--- config.mk ---
export PLATFORM = sky130hd
export DESIGN_NAME = key_event_ctrl
export DESIGN_NICKNAME = d
export VERILOG_FILES = /design/src/rtl/key_event_ctrl.sv
export SDC_FILE = /design/constraint.sdc
export NUM_CORES = 1
export LEC_CHECK = 0
export BUFFER_PORTS_ARGS = -buffer_cell sky130_fd_sc_hd__buf_2
export CORE_MARGIN = 1.5
export CORE_UTILIZATION = 50
export CTS_CLUSTER_DIAMETER = 80
export DETAILED_ROUTE_END_ITERATION = 10
export PLACE_DENSITY = 0.65
export RECOVER_POWER = 100
export SLEW_MARGIN = 15
export SYNTH_ARGS = -nofsm -noshare
export SYNTH_HDL_FRONTEND = slang
export SYNTH_SLANG_ARGS = --single-unit
--- constraint.sdc ---
create_clock -name clk -period 6.2 [get_ports clk]
set_input_delay 1.55 -clock clk [delete_from_list [all_inputs] [get_ports clk]]
set_output_delay 1.55 -clock clk [all_outputs]
set_load 0.02 [all_outputs]
--- src/rtl/key_event_ctrl.sv ---
// key_event_ctrl: debounced three-key command controller (open/close toggle, play/pause toggle, clear)
//
// Ports:
//   clk          sole clock, rising edge
//   reset        synchronous active-high reset
//   in_op_cl     raw hit level, open/close key region
//   in_pl_pa     raw hit level, play/pause key region
//   in_clear     raw hit level, clear key region
//   open_state   registered open/close toggle state (1 = open)
//   play_state   registered play/pause toggle state (1 = play)
//   clear_pulse  one-cycle clear command
//   key_event    one-cycle pulse on any accepted command
//   busy         high whenever the FSM is not in IDLE
//
// Build option: define CLEAR_LONGPRESS_EN to make the clear key act only after
// a long hold of HOLD_CYCLES cycles instead of at debounce completion.
module key_event_ctrl #(
    parameter logic [15:0] DEB_CYCLES  = 16'd50000,
    parameter logic [25:0] HOLD_CYCLES = 26'd50000000
) (
    input  logic clk,
    input  logic reset,
    input  logic in_op_cl,
    input  logic in_pl_pa,
    input  logic in_clear,
    output logic open_state,
    output logic play_state,
    output logic clear_pulse,
    output logic key_event,
    output logic busy
);
    typedef enum logic [1:0] {IDLE, DEB_PRESS, HELD, DEB_REL} state_t;
    typedef enum logic [1:0] {K_NONE, K_OP, K_PL, K_CL} key_t;

    localparam logic [15:0] DEB_MAX = DEB_CYCLES - 16'd1;

    if (DEB_CYCLES < 16'd2 || HOLD_CYCLES < 26'd2) begin : g_bad_param
        $error("key_event_ctrl: DEB_CYCLES and HOLD_CYCLES must be at least 2");
    end

    state_t      state;
    key_t        cand;
    key_t        hit_key;
    logic [15:0] cnt;
    logic [15:0] cnt_inc;
    logic [2:0]  hits;
    logic [2:0]  cand_mask;
    logic        cand_hi;
    logic        other_hi;

    assign hits = {in_clear, in_pl_pa, in_op_cl};

    // hit_key is K_NONE unless exactly one key region is hit
    always_comb begin
        hit_key   = hits == 3'b001 ? K_OP : hits == 3'b010 ? K_PL : hits == 3'b100 ? K_CL : K_NONE;
        cand_mask = cand == K_OP ? 3'b001 : cand == K_PL ? 3'b010 : cand == K_CL ? 3'b100 : 3'b000;
        cand_hi   = |(hits & cand_mask);
        other_hi  = |(hits & ~cand_mask);
        cnt_inc   = cnt == 16'hFFFF ? cnt : cnt + 16'd1;
    end

`ifdef CLEAR_LONGPRESS_EN
    localparam logic [25:0] HOLD_MAX = HOLD_CYCLES - 26'd1;
    logic [25:0] hold_cnt;
    logic [25:0] hold_inc;
    assign hold_inc = hold_cnt == 26'h3FFFFFF ? hold_cnt : hold_cnt + 26'd1;
`endif

    always_ff @(posedge clk) begin
        if (reset) begin
            state       <= IDLE;
            cand        <= K_NONE;
            cnt         <= '0;
            open_state  <= 1'b0;
            play_state  <= 1'b0;
            clear_pulse <= 1'b0;
            key_event   <= 1'b0;
            busy        <= 1'b0;
`ifdef CLEAR_LONGPRESS_EN
            hold_cnt    <= '0;
`endif
        end else begin
            clear_pulse <= 1'b0;
            key_event   <= 1'b0;
            case (state)
                IDLE: begin
                    if (hit_key != K_NONE) begin
                        cand  <= hit_key;
                        cnt   <= '0;
                        state <= DEB_PRESS;
                        busy  <= 1'b1;
                    end
                end
                DEB_PRESS: begin
                    if (!cand_hi || other_hi) begin
                        state <= IDLE;
                        cand  <= K_NONE;
                        busy  <= 1'b0;
                    end else if (cnt == DEB_MAX) begin
                        state      <= HELD;
                        open_state <= open_state ^ (cand == K_OP);
                        play_state <= play_state ^ (cand == K_PL);
`ifdef CLEAR_LONGPRESS_EN
                        key_event  <= cand != K_CL;
                        // the entry cycle already counts as one held cycle
                        hold_cnt   <= 26'd1;
`else
                        clear_pulse <= cand == K_CL;
                        key_event   <= 1'b1;
`endif
                    end else begin
                        cnt <= cnt_inc;
                    end
                end
                HELD: begin
                    if (!cand_hi) begin
                        cnt   <= '0;
                        state <= DEB_REL;
                    end
`ifdef CLEAR_LONGPRESS_EN
                    else begin
                        // hold_cnt is not reset on a bounce back from DEB_REL,
                        // so a single press can never clear twice
                        hold_cnt <= hold_inc;
                        if (cand == K_CL && hold_cnt == HOLD_MAX) begin
                            clear_pulse <= 1'b1;
                            key_event   <= 1'b1;
                        end
                    end
`endif
                end
                DEB_REL: begin
                    if (cand_hi) begin
                        state <= HELD;
                    end else if (other_hi) begin
                        cnt <= '0;
                    end else if (cnt == DEB_MAX) begin
                        state <= IDLE;
                        cand  <= K_NONE;
                        busy  <= 1'b0;
                    end else begin
                        cnt <= cnt_inc;
                    end
                end
                default: begin
                    state <= IDLE;
                    busy  <= 1'b0;
                end
            endcase
        end
    end
endmodule

==> metrics.txt <==
initial antenna violation count 0; Worst Path Required 6470 ps; min cycle time layout 3425 ps; largest net degree at the start of global routing 17; Final Hold Fails 0; VDD IR-drop max 0.1818 mV; Yosys reg bits 25; 1st-iter DRT viols 28; CTS Buf Count 3; first drt pass iteration count 4; via/cell ratio 6.290; clk_lat worst skew 340 ps; Cell Area, Synth 1366 um2; min setup slack post-route 2775 ps; Final ANT Viol Nets 0; PD cells 201.0 nW/um2; Net Count, Synth 170; maxcap violations 0; Slew HR 33.53%; delay-heaviest family, CP compound AO/OA/AOI/OAI gates; Worst Path Max Fanout 16; Worst Path Arrival 3690 ps; Critical R2R Capture cnt[10]$_SDFFE_PP0P_; Worst path slowest cell or4_1; startpoint types primary input; number of synthesized flops with an enable pin 0; Area Overhead vs Synth 5.128%; Clock Sinks 25; ys flop type dfxtp_1; register clock-pin slew on the reported worst setup and hold paths 140 ps; vias 1258; crit path from in_clear; Unique masters post-synth 45; first-pass GRT wire length 4.905 mm; setup TNS 0 ps; gpl congestion 0.8461; Global Route Usage Sum 20.00%; fin crit share 55.25%; ant diodes 0; vias in the first global route 1096; initial core utilization 54.17%; Post-DP HPWL 2.136 mm; f_max 0.2919 GHz; Die Area 3055 um2; routed wire length 2.928 mm; Top-Level Pins 10; FF-to-FF Start cnt[0]$_SDFFE_PP0P_; # hold bufs at CTS 0; Register-to-Register Path Depth 7; Die H 55.28 um; share of the yosys chip area belonging to registers 36.63%; CP endpoint cnt[10]$_SDFFE_PP0P_; min-delay worst type flop to flop; yosys warns 0; status finished, final reports clean; layout cells sized above 1 5.882%; core box area 2522 um2; RSZ-0062 raised after global routing no; worst slew pin tran 992.7 ps; R2R Setup Slk 3440 ps; Async SR Flop Fraction 0%; Buffers on Ports 9; worst path cell trace clkbuf_1 -> xor2_1 -> a2111oi_0 -> a21oi_1 -> o211ai_1 -> or4_1 -> a21oi_1; Setup Viol. Count Final 0; crit path kind primary input to flop; DR WL/cell 14.64 um; Post-Route Skew 11.37 ps; Rows 18; WP buf/inv 1; # DRC 0; H-tree depth 1; Root Driver clkbuf_4; Nets 177; Clock Path Buffers 2; slowest stage delay, CP 550 ps; die width 55.28 um; CP Depth 7; CTS resizes 0; total grt overflow 0; setup bufs post-CTS 0; synthesized area per cell 8.331 um2; Max Slew Vio Count 0; Post-Syn Instances 164; CP most frequent cell a21oi_1; CTS tree built; pre-CTS WS 2567 ps; Leak 0.4605 nW; Crit. End Element flop
Yosys cell counts, drive strengths merged, types with 3 or more instances:
cell    instances  area [um2]
a211oi          3       22.52
nand3           5       25.02
mux2i           6       60.06
and3            4       25.02
a21oi          16       80.08
or3             5       31.28
clkbuf          5       20.01
dfxtp          25       500.5
nand3b          3       22.52
or4             5       37.54
xor2            5       43.79
a31oi           3       18.77
o21ai          10       50.05
nand2          12       45.04
o31ai           3       22.52
nor3            3       15.01
nor2           13       48.80
and2            3       18.77
nand4           3       18.77
layout make-up:
class	count	area, um2
Clock inverter	1	5.005
Tap cell	30	37.54
Timing Repair Buffer	9	37.54
Multi-Input combinational cell	130	825.8
Fill cell	244	1086
Inverter	2	7.507
Clock buffer	3	22.52
Sequential cell	25	500.5
sequential cells by signal (all words and copies together) (netlist names):
name,flops
busy,1
cand,2
clear_pulse,1
cnt,16
key_event,1
open_state,1
play_state,1
state,2
routing by layer:
metal  vias up  track usage, %  part of all wire [%]
li1        637               -                     -
met1       602           27.77                    51
met2        16           29.93                    46
met3         3           2.342                   1.6
met4         0           11.50                   1.7
met5         -               0                     0
worst min-delay path by stage:
stage,startpoint,endpoint,cells after the start
finish,busy$_SDFFE_PP0P_,busy$_SDFFE_PP0P_,2
global route,cnt[3]$_SDFFE_PP0P_,cnt[3]$_SDFFE_PP0P_,2
CTS,cnt[7]$_SDFFE_PP0P_,cnt[7]$_SDFFE_PP0P_,2
detailed placement,busy$_SDFFE_PP0P_,busy$_SDFFE_PP0P_,2
global placement,busy$_SDFFE_PP0P_,busy$_SDFFE_PP0P_,2
floorplan,cnt[7]$_SDFFE_PP0P_,cnt[7]$_SDFFE_PP0P_,2
cells in the final DEF (no fill, tap or decap), types with 3 or more instances in the layout:
cell      count
buf_2         3
clkbuf_1      6
clkbuf_4      3
a21oi_1      16
dfxtp_1      25
nor2_1       13
o31ai_1       3
xor2_1        5
nand3_1       5
and2_1        3
a211oi_1      3
nor3_1        3
nand4_1       3
and3_1        4
or4_1         5
mux2i_1       6
nand3b_1      3
a31oi_1       3
or3_1         5
nand2_1      12
o21ai_0      10
cell families (layout without fill, tap and decap cells):
family	after synthesis	after routing	share of synthesized area [%]
AO/OA/AOI/OAI	50	50	23.72
XOR/XNOR	6	6	3.846
adder cells (fa/ha/maj)	1	1	0.9156
buffers and inverters	9	15	2.930
flip-flops	25	25	36.63
multiplexers	6	6	4.396
AND/OR/NAND/NOR	67	67	27.56
power by group:
group	leakage [nW]	internal [mW]	switching, mW
clock network	0.0177	0.0243	0.0517
registers	0.202	0.165	0.00485
logic	0.241	0.0146	0.0287
total	0.460	0.204	0.0852
tightest hold or removal path: stages, from the launching register on:
cell	delay, ps
dfxtp_1	360
mux2i_1	70
nor2_1	70
per-stage QoR:
stage / cell area (um2) / cells / hold WS, ps / power, mW / utilization, %
after floorplan: 1366 / 164 / 467.0 / 0.2058 / -
after global placement: 1416 / 196 / 473.6 / 0.2147 / 56.15
after detailed placement: 1416 / 196 / 484.0 / 0.2162 / 56.15
after CTS: 1444 / 200 / 519.7 / 0.2930 / 57.24
after global routing: 1436 / 200 / 549.1 / 0.3009 / 56.94
final: 1436 / 200 / 517.4 / 0.2887 / 56.94
No activity file was read; power rests on OpenSTA's default activity.
